$ cat src/rtl/uart_pkg.sv
// Shared constants and state encoding for the UART transmit path.
// The frame format is fixed at 8N1, LSB first.
package uart_pkg;

    localparam int   UART_DATA_BITS = 8;
    localparam logic UART_LINE_IDLE = 1'b1;

    localparam logic [1:0] ST_IDLE  = 2'd0;
    localparam logic [1:0] ST_START = 2'd1;
    localparam logic [1:0] ST_DATA  = 2'd2;
    localparam logic [1:0] ST_STOP  = 2'd3;

    typedef enum logic [1:0] {
        IDLE  = ST_IDLE,
        START = ST_START,
        DATA  = ST_DATA,
        STOP  = ST_STOP
    } uart_tx_state_t;

endpackage

$ cat src/rtl/sync_fifo.sv
// Single-clock FIFO with first-word fall-through output.
// Read-first: a pop and a push on the same edge leave the occupancy unchanged.
module sync_fifo #(
    parameter int WIDTH = 8,
    parameter int DEPTH = 16
) (
    input  logic                     clk,
    input  logic                     rst,
    input  logic                     push,
    input  logic                     pop,
    input  logic [WIDTH-1:0]         din,
    output logic [WIDTH-1:0]         dout,
    output logic                     full,
    output logic                     empty,
    output logic [$clog2(DEPTH):0]   count
);

    localparam int AW = $clog2(DEPTH);

    logic [WIDTH-1:0] mem [DEPTH];
    logic [AW-1:0]    wr_ptr;
    logic [AW-1:0]    rd_ptr;
    logic             do_push;
    logic             do_pop;

    assign full    = (count == (AW+1)'(DEPTH));
    assign empty   = (count == '0);
    assign do_push = push && !full;
    assign do_pop  = pop && !empty;
    assign dout    = mem[rd_ptr];

    // NOTE: the storage array has no reset; the pointers and count alone define what is valid.
    always_ff @(posedge clk) begin
        if (do_push) begin
            mem[wr_ptr] <= din;
        end
    end

    always_ff @(posedge clk) begin
        if (rst) begin
            wr_ptr <= '0;
            rd_ptr <= '0;
            count  <= '0;
        end else begin
            if (do_push) begin
                wr_ptr <= wr_ptr + 1'b1;
            end
            if (do_pop) begin
                rd_ptr <= rd_ptr + 1'b1;
            end
            case ({do_push, do_pop})
                2'b10:   count <= count + 1'b1;
                2'b01:   count <= count - 1'b1;
                default: ;
            endcase
        end
    end

endmodule

$ cat src/rtl/uart_tx.sv
// 8N1 UART transmitter fed from an internal FIFO, with frame-boundary flow control.
// tx is registered from the current state, so the line lags the state machine by one cycle.
module uart_tx
    import uart_pkg::*;
#(
    parameter int BAUD_COUNT = 645,
    parameter int FIFO_DEPTH = 16
) (
    input  logic                          clk,
    input  logic                          rst,
    input  logic [7:0]                    data_in,
    input  logic                          valid_in,
    output logic                          ready_out,
    input  logic                          hold_in,
    output logic                          tx,
    output logic                          busy_out,
    output logic [$clog2(FIFO_DEPTH):0]   count_out
);

    localparam int BW = $clog2(BAUD_COUNT);
    localparam logic [BW-1:0] BAUD_LAST = BW'(BAUD_COUNT - 1);
    localparam logic [2:0]    LAST_BIT  = 3'(UART_DATA_BITS - 1);

    uart_tx_state_t            state;
    logic [BW-1:0]             baud_cnt;
    logic [2:0]                bit_idx;
    logic [UART_DATA_BITS-1:0] shift_reg;
    logic [UART_DATA_BITS-1:0] fifo_head;
    logic                      fifo_full;
    logic                      fifo_empty;
    logic                      fifo_push;
    logic                      fifo_pop;
    logic                      baud_done;
    logic                      at_boundary;
    logic                      tx_next;

    assign ready_out   = !fifo_full;
    assign fifo_push   = valid_in && !fifo_full;
    assign baud_done   = (baud_cnt == BAUD_LAST);
    // hold_in is only looked at between frames, so a frame in flight always completes
    assign at_boundary = (state == IDLE) || (state == STOP && baud_done);
    assign fifo_pop    = at_boundary && !fifo_empty && !hold_in;
    assign busy_out    = (state != IDLE) || !fifo_empty;

    sync_fifo #(
        .WIDTH (UART_DATA_BITS),
        .DEPTH (FIFO_DEPTH)
    ) u_fifo (
        .clk   (clk),
        .rst   (rst),
        .push  (fifo_push),
        .pop   (fifo_pop),
        .din   (data_in),
        .dout  (fifo_head),
        .full  (fifo_full),
        .empty (fifo_empty),
        .count (count_out)
    );

    // NOTE: tx_next gets a default before the case so no path leaves it unassigned (no latch).
    always_comb begin
        tx_next = UART_LINE_IDLE;
        case (state)
            START:   tx_next = 1'b0;
            DATA:    tx_next = shift_reg[0];
            default: ;
        endcase
    end

    // NOTE: all state updates use non-blocking assignments so every register samples pre-edge values.
    always_ff @(posedge clk) begin
        if (rst) begin
            state     <= IDLE;
            baud_cnt  <= '0;
            bit_idx   <= '0;
            shift_reg <= '0;
            tx        <= UART_LINE_IDLE;
        end else begin
            tx       <= tx_next;
            baud_cnt <= baud_done ? '0 : baud_cnt + 1'b1;
            unique case (state)
                IDLE: begin
                    baud_cnt <= '0;
                    if (fifo_pop) begin
                        shift_reg <= fifo_head;
                        state     <= START;
                    end
                end
                START: begin
                    if (baud_done) begin
                        state   <= DATA;
                        bit_idx <= '0;
                    end
                end
                DATA: begin
                    if (baud_done) begin
                        shift_reg <= shift_reg >> 1;
                        if (bit_idx == LAST_BIT) begin
                            state <= STOP;
                        end else begin
                            bit_idx <= bit_idx + 1'b1;
                        end
                    end
                end
                STOP: begin
                    // back-to-back frames: reload straight into START with no idle cycle
                    if (baud_done) begin
                        if (fifo_pop) begin
                            shift_reg <= fifo_head;
                            state     <= START;
                        end else begin
                            state <= IDLE;
                        end
                    end
                end
            endcase
        end
    end

endmodule

$ cat config.mk
export PLATFORM = sky130hd
export DESIGN_NAME = uart_tx
export DESIGN_NICKNAME = d
export VERILOG_FILES = /design/src/rtl/uart_pkg.sv /design/src/rtl/sync_fifo.sv /design/src/rtl/uart_tx.sv
export SDC_FILE = /design/constraint.sdc
export NUM_CORES = 1
export LEC_CHECK = 0
export ABC_AREA = 1
export CAP_MARGIN = 20
export CORE_MARGIN = 2
export CORE_UTILIZATION = 58
export CTS_BUF_LIST = sky130_fd_sc_hd__clkbuf_8
export DETAILED_ROUTE_END_ITERATION = 16
export PLACE_DENSITY = 0.83
export SETUP_SLACK_MARGIN = 0.4
export SYNTH_ARGS = -nofsm -noshare
export SYNTH_HDL_FRONTEND = slang
export SYNTH_SLANG_ARGS = --single-unit
$ cat constraint.sdc
create_clock -name clk -period 2.21 [get_ports clk]
set_input_delay 0.442 -clock clk [delete_from_list [all_inputs] [get_ports clk]]
set_output_delay 0.442 -clock clk [all_outputs]
set_load 0.05 [all_outputs]
==> out/results.md, run 1 <==
- via count: 5313
- cell-by-cell listing of the critical path: inv_4 > ha_4 > nor2_2 > nor2_2 > nand2_4 > inv_4 > ha_4 > xor2_2 > ha_2 > inv_2 > nand2_4 > a31oi_4 > xor2_1 > nand2_1 > a21oi_1
- I/O Buffers: 19
- Min Clock Period, post-route: 2177 ps
- Clock Pin Slew Worst Setup and Hold Paths: 90 ps
- switching share of total power: 37.95%
- RSZ-0062 raised after global routing: yes
- global-route wire length before repair: 24.44 mm
- Top-Level Pins: 20
- mux contribution to synthesized area: 0%
- most used flip-flop cell after synthesis: edfxtp_1
- Yosys top cell area share: 53.17%
- met3 demand-to-capacity share in global routing: 4.916%
- NumNets Final: 789
- max reg flops: 128
- antenna-violating nets left: 0
- largest family of logic cells by synthesized area: simple AND/OR/NAND/NOR gates
- count of mapped cells out of synthesis: 703
- total power density per cell area: 1142 mW/mm2
- count of routing violations after the opening detailed-route iteration: 540
- overflow left after global routing: 0
- number of enable-type register cells in the synthesized netlist: 128
- fraction of met1 tracks used by global routing: 30.68%
- final routed wirelength across all metal layers: 16.59 mm
- max-cap check violation count: 0
- highest-utilization routing layer at the global route stage: met2
- maximum clock frequency: 0.4594 GHz
- internal cell power: 6.091 mW
- portion of total power attributed to combinational logic: 37.8%
- worst setup path startpoint: state[1]$_SDFFE_PP0P_
- #FFs+latches synth: 169
- TritonCTS clock tree: done
- # fillers: 809
- worst-margin pin slew: 702.9 ps
- worst hold path class: reg -> reg
- CP max FO: 5
- total count of max-transition violations in the final report: 0
- final-layout setup total negative slack: 0 ps
- proportion of layout cells with a drive suffix above 1: 20.85%
- average wire length per cell after detail routing: 17.65 um
- number of hold violations in the final report: 0
- Slew Limit Headroom: 52.99%
- total power: 9.816 mW
- number of hold buffers added after cts: 0
- final core occ: 70.95%
- kind of start point of the critical path: register
- die height: 115.6 um
- start point of the worst hold path: shift_reg[1]$_SDFFE_PP0P_
- share of synthesized registers carrying an async set or reset: 0%
- post-synth net total: 733
- met2 track utilization from global routing: 41.64%
- vias per inst: 5.652
- number of global-route vias before repair: 4991
- top post-synthesis cells by count: 149 x nor2_1, 128 x edfxtp_1, 91 x nand2_1
- maximum vdd drop: 0.7386 mV
- post-synthesis sequential area ratio: 64.52%
- number of levels the H-tree was split into: 4
- power share of the sequential group: 39.6%
- number of design rule violations left after detail routing: 0
- initial core utilization: 59.69%
- part of the total power dissipated in the clock network: 22.6%
- Worst setup EP type: register
- Final setup viols: 0
- average instance area after synthesis: 10.28 um2
- origin of the critical flop-to-flop path: state[1]$_SDFFE_PP0P_
- number of sinks handled by clock tree synthesis: 169
- TritonCTS Buffers: 17
- die area: 0.01337 mm2
- number of standard-cell rows in the floorplan: 40
- total net switching power: 3.725 mW
- master of the slowest instance on the critical path: dfxtp_2
- fraction of the mapped netlist area in compound gates: 7.979%
- clock tree buffer depth: 2
- simple-gate area share of the yosys netlist: 18.66%
- layout overhead on the synthesized area: 18.86%
- number of detailed-routing iterations run before antenna repair: 5
- core area: 0.01211 mm2
- post-synthesis share of cell area spent on xor and xnor gates: 0.9692%
- Clock Skew: 14.93 ps
- worst endpoint data arrival time: 2560 ps
- CTS Root Cell: clkbuf_8
- reported leakage power: 3.178 nW
- biggest cell delay along the critical path: 380 ps
- status: finished, final reports clean
- die width: 115.6 um
- critical path class: reg -> reg
- dominant cell by count in the synthesized netlist: nor2_1
- count of unique library cells instantiated by Yosys: 31
- dominant cell type by area after synthesis: edfxtp_1
- cell area after technology mapping: 0.007229 mm2
- count of synthesis-stage warnings from yosys: 0
- setup slack, reg-to-reg: 30 ps
- antenna violations before repair: 0
- antenna diode instance count: 0
- period utilisation layout: 98.49%
- weighted congestion at the end of routability-driven global placement: 0.8542
- Area contributors post-synth: edfxtp_1 53%, dfxtp_1 11%, nor2_1 7.7%, nand2_1 4.7%, nand3_1 4.2%
- Required @ worst endpoint: 2600 ps
- HPWL reported at the end of detailed placement: 9.806 mm
- maximum number of pins on one net before global-route repair: 53
- later-pin clock latency in the skew report: 460 ps
- GRT Overall Usage: 24.32%
- post-synthesis adder-cell area fraction: 3.115%
## final cells by class
| cell class | instances | area, um2 | area share (%) |
|---|---|---|---|
| sequential | 169 | 4693 | 54.62 |
| multi-input combinational | 451 | 2456 | 28.58 |
| timing repair buffer | 66 | 618.1 | 7.193 |
| clock buffer | 17 | 234.0 | 2.723 |
| inverter | 54 | 216.5 | 2.519 |
| tap | 168 | 210.2 | 2.446 |
| clock inverter | 15 | 165.2 | 1.922 |
## power groups by stage
stage               clock, mW  combinational [mW]  sequential, mW
floorplan                   0                2.21            4.04
global placement            0                3.07            3.92
detailed placement          0                3.21            3.94
CTS                      2.21                3.38            3.87
global route             2.36                4.03            3.91
finish                   2.22                3.71            3.89
## final timing paths
path	endpoint	depth (start not counted)
setup reg to reg	u_fifo.count[4]$_SDFFE_PP0P_	15
setup / recovery	u_fifo.count[4]$_SDFFE_PP0P_	15
hold / removal	shift_reg[1]$_SDFFE_PP0P_	2
hold reg to reg	shift_reg[1]$_SDFFE_PP0P_	2
## stage by stage
stage                     hold slack [ps]  instance area, um2  setup slack (ps)  std cells
after detailed placement            455.0                7938            -239.7        897
after global routing                497.0                8593            -68.52        940
after floorplan                     430.1                7347             104.3        703
after global placement              439.7                7938            -156.2        897
after CTS                           472.5                8423             40.16        934
final                               474.8                8593             33.33        940
## layout by cell type (no fill, tap or decap), types with 6 or more instances in the layout
master           count
nor2_1             127
ha_1                11
nand2_4              7
o21ai_0             57
dfxtp_1             30
inv_1               41
nand4_1              6
clkbuf_8            17
nand3_1             59
buf_4               40
nand2_1             84
edfxtp_1           128
o211ai_1            12
nor2_2              19
inv_2                8
clkdlybuf4s50_1     11
dfxtp_4              6
a21oi_1             24
## repair_timing
| action | in CTS | in global routing |
|---|---|---|
| buffers inserted | 5 | 6 |
| setup endpoints to repair | 13 | 143 |
| resized for setup | 35 | 38 |
| pin swaps | 14 | 9 |
## logic make-up after synthesis
family          count (synthesis)
simple gates                  320
flops                         169
buf+inv                        83
fa+ha+maj                      18
xor+xnor                        8
compound gates                105
## worst max-delay path, delay by kind of cell (launching register included)
| kind | cells | cell delay, ps |
|---|---|---|
| xor+xnor | 2 | 320 |
| fa+ha+maj | 3 | 540 |
| flops | 1 | 380 |
| buf+inv | 3 | 160 |
| compound gates | 2 | 280 |
| simple gates | 5 | 410 |
## layer usage
layer  up-vias  routed length [um]
li1       2509                   -
met1      2500                6502
met2       254                8448
met3        50                1168
met4         0                 473
met5         -                   0
No activity file was read; power rests on OpenSTA's default activity.
==> inputs of run 2 (changes only) <==
--- a/config.mk
+++ b/config.mk
@@ -11,7 +11,7 @@
 export CORE_UTILIZATION = 58
 export CTS_BUF_LIST = sky130_fd_sc_hd__clkbuf_8
 export DETAILED_ROUTE_END_ITERATION = 16
-export PLACE_DENSITY = 0.83
+export PLACE_DENSITY_LB_ADDON = 0.15
 export SETUP_SLACK_MARGIN = 0.4
 export SYNTH_ARGS = -nofsm -noshare
 export SYNTH_HDL_FRONTEND = slang
==> run 2 against run 1 <==
Sequential share of layout area grew 0.32 points; clock-buffer cell count is the same; combinational power shrank 4%; largest cell class unchanged; worst hold slack gained 3.8 ps.
==> out/results.md, run 2 (synthesized netlist as in run 1, its figures left out) <==
- overflow left after global routing: 0, unchanged
- count of routing violations after the opening detailed-route iteration: 457, -15%
- status: finished, final reports clean
- number of design rule violations left after detail routing: 0, unchanged
- global-route wire length before repair: 24.97 mm, +2.2%
- die area: 0.01337 mm2, unchanged
- maximum number of pins on one net before global-route repair: 42, -21%
- FF/Latch Area: 0.004693 mm2, unchanged
- Clock Skew: 10.19 ps, -4.741 ps
- I/O Buffers: 19, unchanged
- Fin Hold WS: 478.6 ps, +3.762 ps
- Clock Pin Slew Worst Setup and Hold Paths: 80 ps, about the same
- cell-by-cell listing of the critical path: inv_2 > ha_4 > nand2_2 > nor2_2 > nand3_2 > nand2_2 > nand2_4 > inv_4 > ha_4 > ha_4 > inv_1 > o21bai_1 > a31oi_4 > xor2_1 > nand2_1 > a21oi_2
- antenna violations before repair: 0, unchanged
- Non-Filler Instances: 938, -0.21%
- critical path class: reg -> reg
- final routed wirelength across all metal layers: 15.72 mm, -5.3%
- TritonCTS clock tree: done
- biggest cell delay along the critical path: 330 ps, -50 ps
- proportion of layout cells with a drive suffix above 1: 18.44%, -2.4 points
- Top-Level Pins: 20, unchanged
- GRT Overall Usage: 24.93%, +0.61 points
- most frequent CP cell: ha_4
- Final setup viols: 0, unchanged
- die height: 115.6 um, unchanged
- total power: 9.342 mW, -4.8%
- CP max FO: 3, -2
- layout overhead on the synthesized area: 18.17%
- max reg flops: 128, unchanged
- Cells after DPL: 898, +0.11%
- number of levels the H-tree was split into: 4, unchanged
- maximum vdd drop: 0.8219 mV, +11%
- master of the slowest instance on the critical path: dfxtp_2
- most common cell after layout, fill and taps aside: nor2_1
- Required @ worst endpoint: 2590 ps, about the same
- core area: 0.01211 mm2, unchanged
- footprint of the multi-input gates: 0.002430 mm2, -1.1%
- RSZ-0062 raised after global routing: yes
- later-pin clock latency in the skew report: 450 ps, about the same
- kind of start point of the critical path: register
- antenna-violating nets left: 0, unchanged
- NumNets Final: 788, -0.13%
- Worst setup EP type: register
- number of standard-cell rows in the floorplan: 40, unchanged
- HPWL reported at the end of detailed placement: 10.08 mm, +2.8%
- total power density per cell area: 1093 mW/mm2, -4.3%
- worst endpoint data arrival time: 2570 ps, about the same
- weighted congestion at the end of routability-driven global placement: 0.9010, +5.5%
- number of sinks handled by clock tree synthesis: 169, unchanged
- vias per inst: 5.575, -1.4%
- antenna diode instance count: 0, unchanged
- TritonCTS Buffers: 17, unchanged
- Min Clock Period, post-route: 2187 ps, +10.16 ps
- clock tree buffer depth: 2, unchanged
- maximum clock frequency: 0.4573 GHz, -0.46%
- CTS Root Cell: clkbuf_8
- number of hold violations in the final report: 0, unchanged
- period utilisation layout: 98.95%, +0.46 points
- # fillers: 928, +15%
- commonest cells after routing, fill and taps aside: 129 x nor2_1, 128 x edfxtp_1, 88 x nand2_1
- total count of max-transition violations in the final report: 0, unchanged
- worst hold path class: reg -> reg
- die width: 115.6 um, unchanged
- Slew Limit Headroom: 52.49%, -0.50 points
- via count: 5229, -1.6%
- number of detailed-routing iterations run before antenna repair: 5, unchanged
- number of hold buffers added after cts: 0, unchanged
- worst-margin pin slew: 710.4 ps, +7.505 ps
- reported leakage power: 3.132 nW, -1.4%
- average wire length per cell after detail routing: 16.75 um, -5.1%
- number of global-route vias before repair: 5107, +2.3%
- initial core utilization: 59.69%, unchanged
- max-cap check violation count: 0, unchanged
-- run 2: worst max-delay path: cells and delay by family, from the launching register on --
| kind | cells | cell delay, ps |
|---|---|---|
| and+or+nand+nor | 6 | 510 |
| adders and majority gates | 3 | 500 |
| AOI/OAI and AO/OA | 3 | 410 |
| DFF | 1 | 330 |
| buffers and inverters | 3 | 190 |
| xor gates and xnor gates | 1 | 150 |
-- run 2: power breakdown --
group          internal (mW)  switching (mW)
Clock                  0.848            1.03
Combinational           1.33            2.24
Sequential              3.67           0.216
-- run 2: metrics by stage --
step	TNS, ps	cell area [um2]	util [%]	setup slack [ps]
2_1_floorplan	0	7347	-	104.3
4_1_cts	0	8434	69.64	109.4
3_3_place_gp	-298.1	8030	66.30	-179.1
5_1_grt	-153.5	8543	70.54	-103.4
6_report	0	8543	70.54	23.17
3_5_place_dp	-534.6	8030	66.30	-226.7
-- run 2: timing repair --
item,4_1_cts,5_1_grt
setup endpoints to repair,12,10
pin swaps,6,11
gates cloned,0,1
resized for setup,29,15
setup buffers,4,4
-- run 2: path summary, 6_finish.rpt --
path                                                start                            to  slack, ps  cells after the start
worst max-delay path               baud_cnt[0]$_SDFF_PP0_  u_fifo.count[4]$_SDFFE_PP0P_         20                     16
worst min-delay path            shift_reg[1]$_SDFFE_PP0P_     shift_reg[1]$_SDFFE_PP0P_        480                      2
worst max register to register     baud_cnt[0]$_SDFF_PP0_  u_fifo.count[4]$_SDFFE_PP0P_         20                     16
worst min register to register  shift_reg[1]$_SDFFE_PP0P_     shift_reg[1]$_SDFFE_PP0P_        480                      2
-- run 2: metal layers --
| metal | share of wire [%] | wire length [um] | track usage (%) |
|---|---|---|---|
| met1 | 44 | 6857 | 33.01 |
| met2 | 48 | 7585 | 39.73 |
| met3 | 5.4 | 851 | 5.439 |
| met4 | 2.7 | 420 | 11.67 |
| met5 | 0 | 0 | 0 |
-- run 2: final cells by class --
type	count	area share [%]
inverters	54	2.431
flip-flops and latches	169	54.94
multi-input cells	452	28.44
repair buffers	64	7.879
clock inverters	14	1.113
clock buffers	17	2.739
well taps	168	2.460
==> inputs of run 3 (changes only) <==
--- a/config.mk
+++ b/config.mk
@@ -6,11 +6,13 @@
 export NUM_CORES = 1
 export LEC_CHECK = 0
 export ABC_AREA = 1
+export ABC_CLOCK_PERIOD_IN_PS = 2210
 export CAP_MARGIN = 20
 export CORE_MARGIN = 2
 export CORE_UTILIZATION = 58
 export CTS_BUF_LIST = sky130_fd_sc_hd__clkbuf_8
 export DETAILED_ROUTE_END_ITERATION = 16
+export HOLD_SLACK_MARGIN = 0.05
 export PLACE_DENSITY_LB_ADDON = 0.15
 export SETUP_SLACK_MARGIN = 0.4
 export SYNTH_ARGS = -nofsm -noshare
==> results of run 3 <==
Final layout, timing and power as in run 2 (identical DEF).
